**src/rtl/control_sequencer.sv**
```systemverilog
// Multi-cycle instruction control sequencer: walks pc from 0 to LAST_PC, decoding the
// 3-bit opcode latched in FETCH into registered datapath strobes, then halts.
module control_sequencer #(
  parameter logic [7:0] LAST_PC = 8'd5
) (
  input  logic       clk,
  input  logic       reset,
  input  logic       start,
  input  logic [2:0] opcode,
  input  logic       mem_ready,
  output logic [7:0] pc,
  output logic       reg_write,
  output logic       alu_src_imm,
  output logic [1:0] alu_op,
  output logic       mem_read,
  output logic       mem_write,
  output logic       mem_to_reg,
  output logic       busy,
  output logic       halted,
  output logic [7:0] instr_count
);

  localparam int unsigned PC_W  = 8;
  localparam int unsigned OP_W  = 3;
  localparam int unsigned CNT_W = 8;

  localparam logic [OP_W-1:0] OP_ADD  = 3'b000;
  localparam logic [OP_W-1:0] OP_ADDI = 3'b100;
  localparam logic [OP_W-1:0] OP_LW   = 3'b110;
  localparam logic [OP_W-1:0] OP_SW   = 3'b101;
  localparam logic [OP_W-1:0] OP_SLL  = 3'b111;

  typedef enum logic [2:0] {
    S_IDLE   = 3'd0,
    S_FETCH  = 3'd1,
    S_DECODE = 3'd2,
    S_EXEC   = 3'd3,
    S_MEM    = 3'd4,
    S_WB     = 3'd5,
    S_HALT   = 3'd6
  } state_e;

  state_e             state_q, state_d;
  logic [OP_W-1:0]    ir_op_q, ir_op_d;
  logic [PC_W-1:0]    pc_q, pc_d;
  logic [CNT_W-1:0]   cnt_q, cnt_d;
  logic               retire;

  logic               reg_write_q, reg_write_d;
  logic               alu_src_imm_q, alu_src_imm_d;
  logic [1:0]         alu_op_q, alu_op_d;
  logic               mem_read_q, mem_read_d;
  logic               mem_write_q, mem_write_d;
  logic               mem_to_reg_q, mem_to_reg_d;
  logic               busy_q, busy_d;
  logic               halted_q, halted_d;
  logic               imm_op_d;

  // Next-state, pc and retire-counter logic.
  always_comb begin
    state_d = state_q;
    ir_op_d = ir_op_q;
    pc_d    = pc_q;
    cnt_d   = cnt_q;
    retire  = 1'b0;

    unique case (state_q)
      S_IDLE:   if (start) state_d = S_FETCH;
      S_FETCH: begin
        ir_op_d = opcode;
        state_d = S_DECODE;
      end
      S_DECODE: state_d = S_EXEC;
      S_EXEC: begin
        unique case (ir_op_q)
          OP_ADD, OP_ADDI, OP_SLL: state_d = S_WB;
          OP_LW, OP_SW:            state_d = S_MEM;
          default:                 retire  = 1'b1;
        endcase
      end
      S_MEM: begin
        if (mem_ready) begin
          if (ir_op_q == OP_LW) state_d = S_WB;
          else                  retire  = 1'b1;
        end
      end
      S_WB:     retire  = 1'b1;
      S_HALT:   state_d = S_HALT;
      default:  state_d = S_IDLE;
    endcase

    if (retire) begin
      cnt_d = (cnt_q == CNT_W'(255)) ? cnt_q : cnt_q + CNT_W'(1);
      if (pc_q == LAST_PC) begin
        state_d = S_HALT;
      end else begin
        pc_d    = pc_q + PC_W'(1);
        state_d = S_FETCH;
      end
    end
  end

  // Moore strobes decoded from the upcoming state so the registered copies line up with it.
  always_comb begin
    imm_op_d      = (ir_op_d == OP_ADDI) || (ir_op_d == OP_LW) ||
                    (ir_op_d == OP_SW)   || (ir_op_d == OP_SLL);
    reg_write_d   = (state_d == S_WB);
    mem_to_reg_d  = (state_d == S_WB)  && (ir_op_d == OP_LW);
    mem_read_d    = (state_d == S_MEM) && (ir_op_d == OP_LW);
    mem_write_d   = (state_d == S_MEM) && (ir_op_d == OP_SW);
    alu_src_imm_d = ((state_d == S_EXEC) || (state_d == S_MEM) || (state_d == S_WB)) && imm_op_d;
    alu_op_d      = (((state_d == S_EXEC) || (state_d == S_WB)) && (ir_op_d == OP_SLL)) ?
                    2'b01 : 2'b00;
    busy_d        = (state_d != S_IDLE) && (state_d != S_HALT);
    halted_d      = (state_d == S_HALT);
  end

  always_ff @(posedge clk) begin
    if (reset) begin
      state_q       <= S_IDLE;
      ir_op_q       <= '0;
      pc_q          <= '0;
      cnt_q         <= '0;
      reg_write_q   <= 1'b0;
      alu_src_imm_q <= 1'b0;
      alu_op_q      <= 2'b00;
      mem_read_q    <= 1'b0;
      mem_write_q   <= 1'b0;
      mem_to_reg_q  <= 1'b0;
      busy_q        <= 1'b0;
      halted_q      <= 1'b0;
    end else begin
      state_q       <= state_d;
      ir_op_q       <= ir_op_d;
      pc_q          <= pc_d;
      cnt_q         <= cnt_d;
      reg_write_q   <= reg_write_d;
      alu_src_imm_q <= alu_src_imm_d;
      alu_op_q      <= alu_op_d;
      mem_read_q    <= mem_read_d;
      mem_write_q   <= mem_write_d;
      mem_to_reg_q  <= mem_to_reg_d;
      busy_q        <= busy_d;
      halted_q      <= halted_d;
    end
  end

  assign pc          = pc_q;
  assign instr_count = cnt_q;
  assign reg_write   = reg_write_q;
  assign alu_src_imm = alu_src_imm_q;
  assign alu_op      = alu_op_q;
  assign mem_read    = mem_read_q;
  assign mem_write   = mem_write_q;
  assign mem_to_reg  = mem_to_reg_q;
  assign busy        = busy_q;
  assign halted      = halted_q;

endmodule
```
**config.mk**
```make
export PLATFORM = sky130hd
export DESIGN_NAME = control_sequencer
export DESIGN_NICKNAME = d
export VERILOG_FILES = /design/src/rtl/control_sequencer.sv
export SDC_FILE = /design/constraint.sdc
export NUM_CORES = 1
export LEC_CHECK = 0
export BUFFER_PORTS_ARGS = -buffer_cell sky130_fd_sc_hd__buf_2
export CAP_MARGIN = 20
export CORE_ASPECT_RATIO = 1.2
export CORE_MARGIN = 2
export CORE_UTILIZATION = 45
export DETAILED_ROUTE_END_ITERATION = 6
export GPL_TIMING_DRIVEN = 0
export PLACE_DENSITY_LB_ADDON = 0.25
export SLEW_MARGIN = 20
export SYNTH_ARGS = -nofsm -noshare
export SYNTH_HDL_FRONTEND = slang
export SYNTH_SLANG_ARGS = --single-unit
export TNS_END_PERCENT = 100
```
**constraint.sdc**
```tcl
create_clock -name clk -period 1.9 [get_ports clk]
set_input_delay 0.19 -clock clk [delete_from_list [all_inputs] [get_ports clk]]
set_output_delay 0.19 -clock clk [all_outputs]
set_load 0.02 [all_outputs]
```
==> impl_metrics.py <==
metrics = {
    "status": {
        "status": "finished clean",
    },
    "sta": {
        "worst_slew_margin_rel_pct": 56.36,
        "min_period_ns": 1.709,
        "fin_setup_tns_ns": 0,
        "period_share_pct": 89.92,
        "setup_viol_count_final": 0,
        "rsz0062_at_grt": "false",
        "slew_viol_final": 0,
        "finalClockSkew_ns": 0.003173,
        "hold_violations": 0,
        "max_freq_mhz": 585.3,
        "tightest_slew_ns": 0.6445,
    },
    "clocking": {
        "cts_buffer_depth": 2,
        "cts_sinks": 30,
        "holdBufCountCts": 0,
        "cts_tree": "yes",
        "cts.clk_slew.worst_paths_ns": 0.06,
        "clkLatencyLatePin_ns": 0.28,
        "clock-root-buffer": "clkbuf_8",
        "cts_buffers": 5,
        "h-tree-depth": 2,
    },
    "synthesis": {
        "synth-compound-area-share_pct": 18.91,
        "synth_mux_area_share_pct": 3.328,
        "synth_seq_cells": 30,
        "ys.flop_type": "dfxtp_1",
        "synth_top_family_by_area": "simple AND/OR/NAND/NOR gates",
        "netlist_instances": 164,
        "syn_area_um2": 1541,
        "synthDistinctLibCells": 52,
        "synthXorXnorAreaFrac_pct": 5.114,
        "synthTopCellsByArea": "dfxtp_1 (39%), nor2_1 (4.9%), xor2_1 (4.5%), buf_6 (2.9%), a21oi_1 (2.6%)",
        "yosys.area_share.simple_pct": 26.06,
        "synth_edf_count": 0,
        "syn_avg_cell_area_um2": 9.399,
        "yosys.area.top_type": "dfxtp_1",
        "synth_nets": 174,
        "synth_fa_ha_area_share_pct": 2.435,
        "synth_top_area_share_pct": 38.96,
        "async_flop_share_pct": 0,
        "ys_seq_area_share_pct": 38.96,
        "ys_warn_count": 0,
    },
    "hold_path": {
        "hp-class": "in2reg",
    },
    "drt": {
        "antenna_left": 0,
        "wire_per_inst_um": 14.53,
        "drt_wl_total_mm": 3.473,
        "viasPerCell": 5.510,
        "num_vias": 1317,
        "first_pass_iters": 5,
        "drc": 0,
        "drtIter0Drc": 33,
    },
    "cells_and_area": {
        "syn_to_final_growth_pct": 19.40,
        "antenna_cells": 0,
        "nets": 211,
        "multi_input_area_um2": 872.1,
        "ff_latch_area_um2": 601.8,
        "final_cell_mix": "buf_2 (30), dfxtp_1 (29), nor2_1 (20)",
        "utilization_pct": 55.61,
        "fillCellCount": 322,
        "layout_commonest_cell": "buf_2",
        "drive_above_1_share_pct": 29.21,
    },
    "power": {
        "p_per_area_nw_per_um2": 761.7,
        "p_leak_nw": 0.7772,
        "ir_drop_mv": 0.5571,
    },
    "placement": {
        "dp_hpwl_mm": 2.542,
        "portBuffers": 29,
        "globalplace.congestion": 0.7364,
    },
    "critical_path": {
        "cp.arrival_ns": 1.85,
        "path_class": "reg2reg",
        "cp.required_ns": 2.04,
        "endpoint_kind": "flop",
        "cp_max_fo": 10,
        "critPathLaunchType": "flop",
    },
    "run": {
        "cap_violations": 0,
    },
    "global_route": {
        "antenna_found_initial": 0,
        "grt-ovfl-total": 0,
        "grt_first_pass_wirelength_mm": 6.078,
        "grtUsageTotal_pct": 20.32,
        "grt_pass1_vias": 1322,
        "grt_max_degree": 11,
    },
    "die": {
        "pin_count": 32,
        "die_h_um": 68.12,
        "core-area_um2": 3309,
        "row_count": 23,
        "die_area_um2": 3912,
        "start_util_pct": 46.58,
        "fp.dieW_um": 57.43,
    },
}
==> where the power goes <==
part / leakage (nW) / total [mW] / internal [mW] / switching (mW)
combinational: 0.486 / 0.212 / 0.0883 / 0.123
clock: 0.0482 / 0.522 / 0.291 / 0.231
sequential: 0.243 / 0.668 / 0.651 / 0.0176
==> metal layers <==
metal  part of all wire (%)  vias to the layer above  GRT usage, %
met3                    3.8                        5         6.427
met2                     52                       20         35.23
met1                     43                      625         23.04
met5                      0                        -             0
met4                    1.8                        0         8.430
li1                       -                      667             -
==> timing repair <==
item                                   4_1_cts  5_1_grt
endpoints found under the hold margin        0        0
setup buffers                                0        1
setup endpoints to repair                    0        4
resized for setup                            0        2
==> critical path, stage by stage, from the launching register on <==
cell	delay [ns]
dfxtp_1	0.31
buf_2	0.18
and2_1	0.22
a221oi_1	0.27
o311ai_1	0.25
nor4_1	0.28
a2111oi_2	0.07
==> final cells by class <==
cell class	instances	area share, %
plain buffers	9	3.739
repair buffers	30	8.294
inverters	2	0.4079
multi-input cells	123	47.38
well taps	37	2.515
flip-flops and latches	30	32.70
clock inverters	1	0.2719
clock buffers	7	4.691
==> Yosys cell counts (3+ instances only) <==
| master | count |
|---|---|
| dfxtp_1 | 30 |
| nor2_1 | 20 |
| a21oi_1 | 8 |
| nand2_1 | 8 |
| o21ai_0 | 8 |
| xor2_1 | 8 |
| o211ai_1 | 5 |
| or3_1 | 5 |
| and2_1 | 4 |
| buf_6 | 4 |
| mux2i_1 | 4 |
| and4_1 | 3 |
| clkbuf_1 | 3 |
| ha_1 | 3 |
| nand3_1 | 3 |
| nand4_1 | 3 |
| nor3b_1 | 3 |
==> path summary, 6_finish.rpt <==
kind | startpoint | end | slack (ns) | cells after the start
min | opcode[0] | ir_op_q[0]$_SDFF_PP0_ | 0.17 | 3
max reg2reg | state_q[0]$_SDFF_PP0_ | busy$_SDFF_PP0_ | 0.19 | 6
min reg2reg | instr_count[7]$_SDFFE_PP0P_ | instr_count[7]$_SDFFE_PP0P_ | 0.48 | 1
max | state_q[0]$_SDFF_PP0_ | busy$_SDFF_PP0_ | 0.19 | 6
==> stage by stage <==
stage	instances	instance area (um^2)	hold WS [ns]	power (mW)	setup slack [ns]
after global routing	239	1841	0.1994	1.472	0.02451
after floorplan	164	1541	0.3372	0.8337	0.3159
after detailed placement	230	1733	0.4641	0.8818	0.1517
after global placement	230	1733	0.4649	0.8763	0.1984
final	239	1841	0.1699	1.402	0.1914
after CTS	238	1824	0.1700	1.398	0.1398
==> kinds of logic (layout without fill, tap and decap cells) <==
family / Yosys count / in the layout
other cells: 1 / 1
mux: 5 / 5
flops: 30 / 30
simple gates: 66 / 66
xor+xnor: 9 / 9
fa+ha+maj: 3 / 3
compound gates: 39 / 39
buf+inv: 11 / 49
No activity file was read; power rests on OpenSTA's default activity.
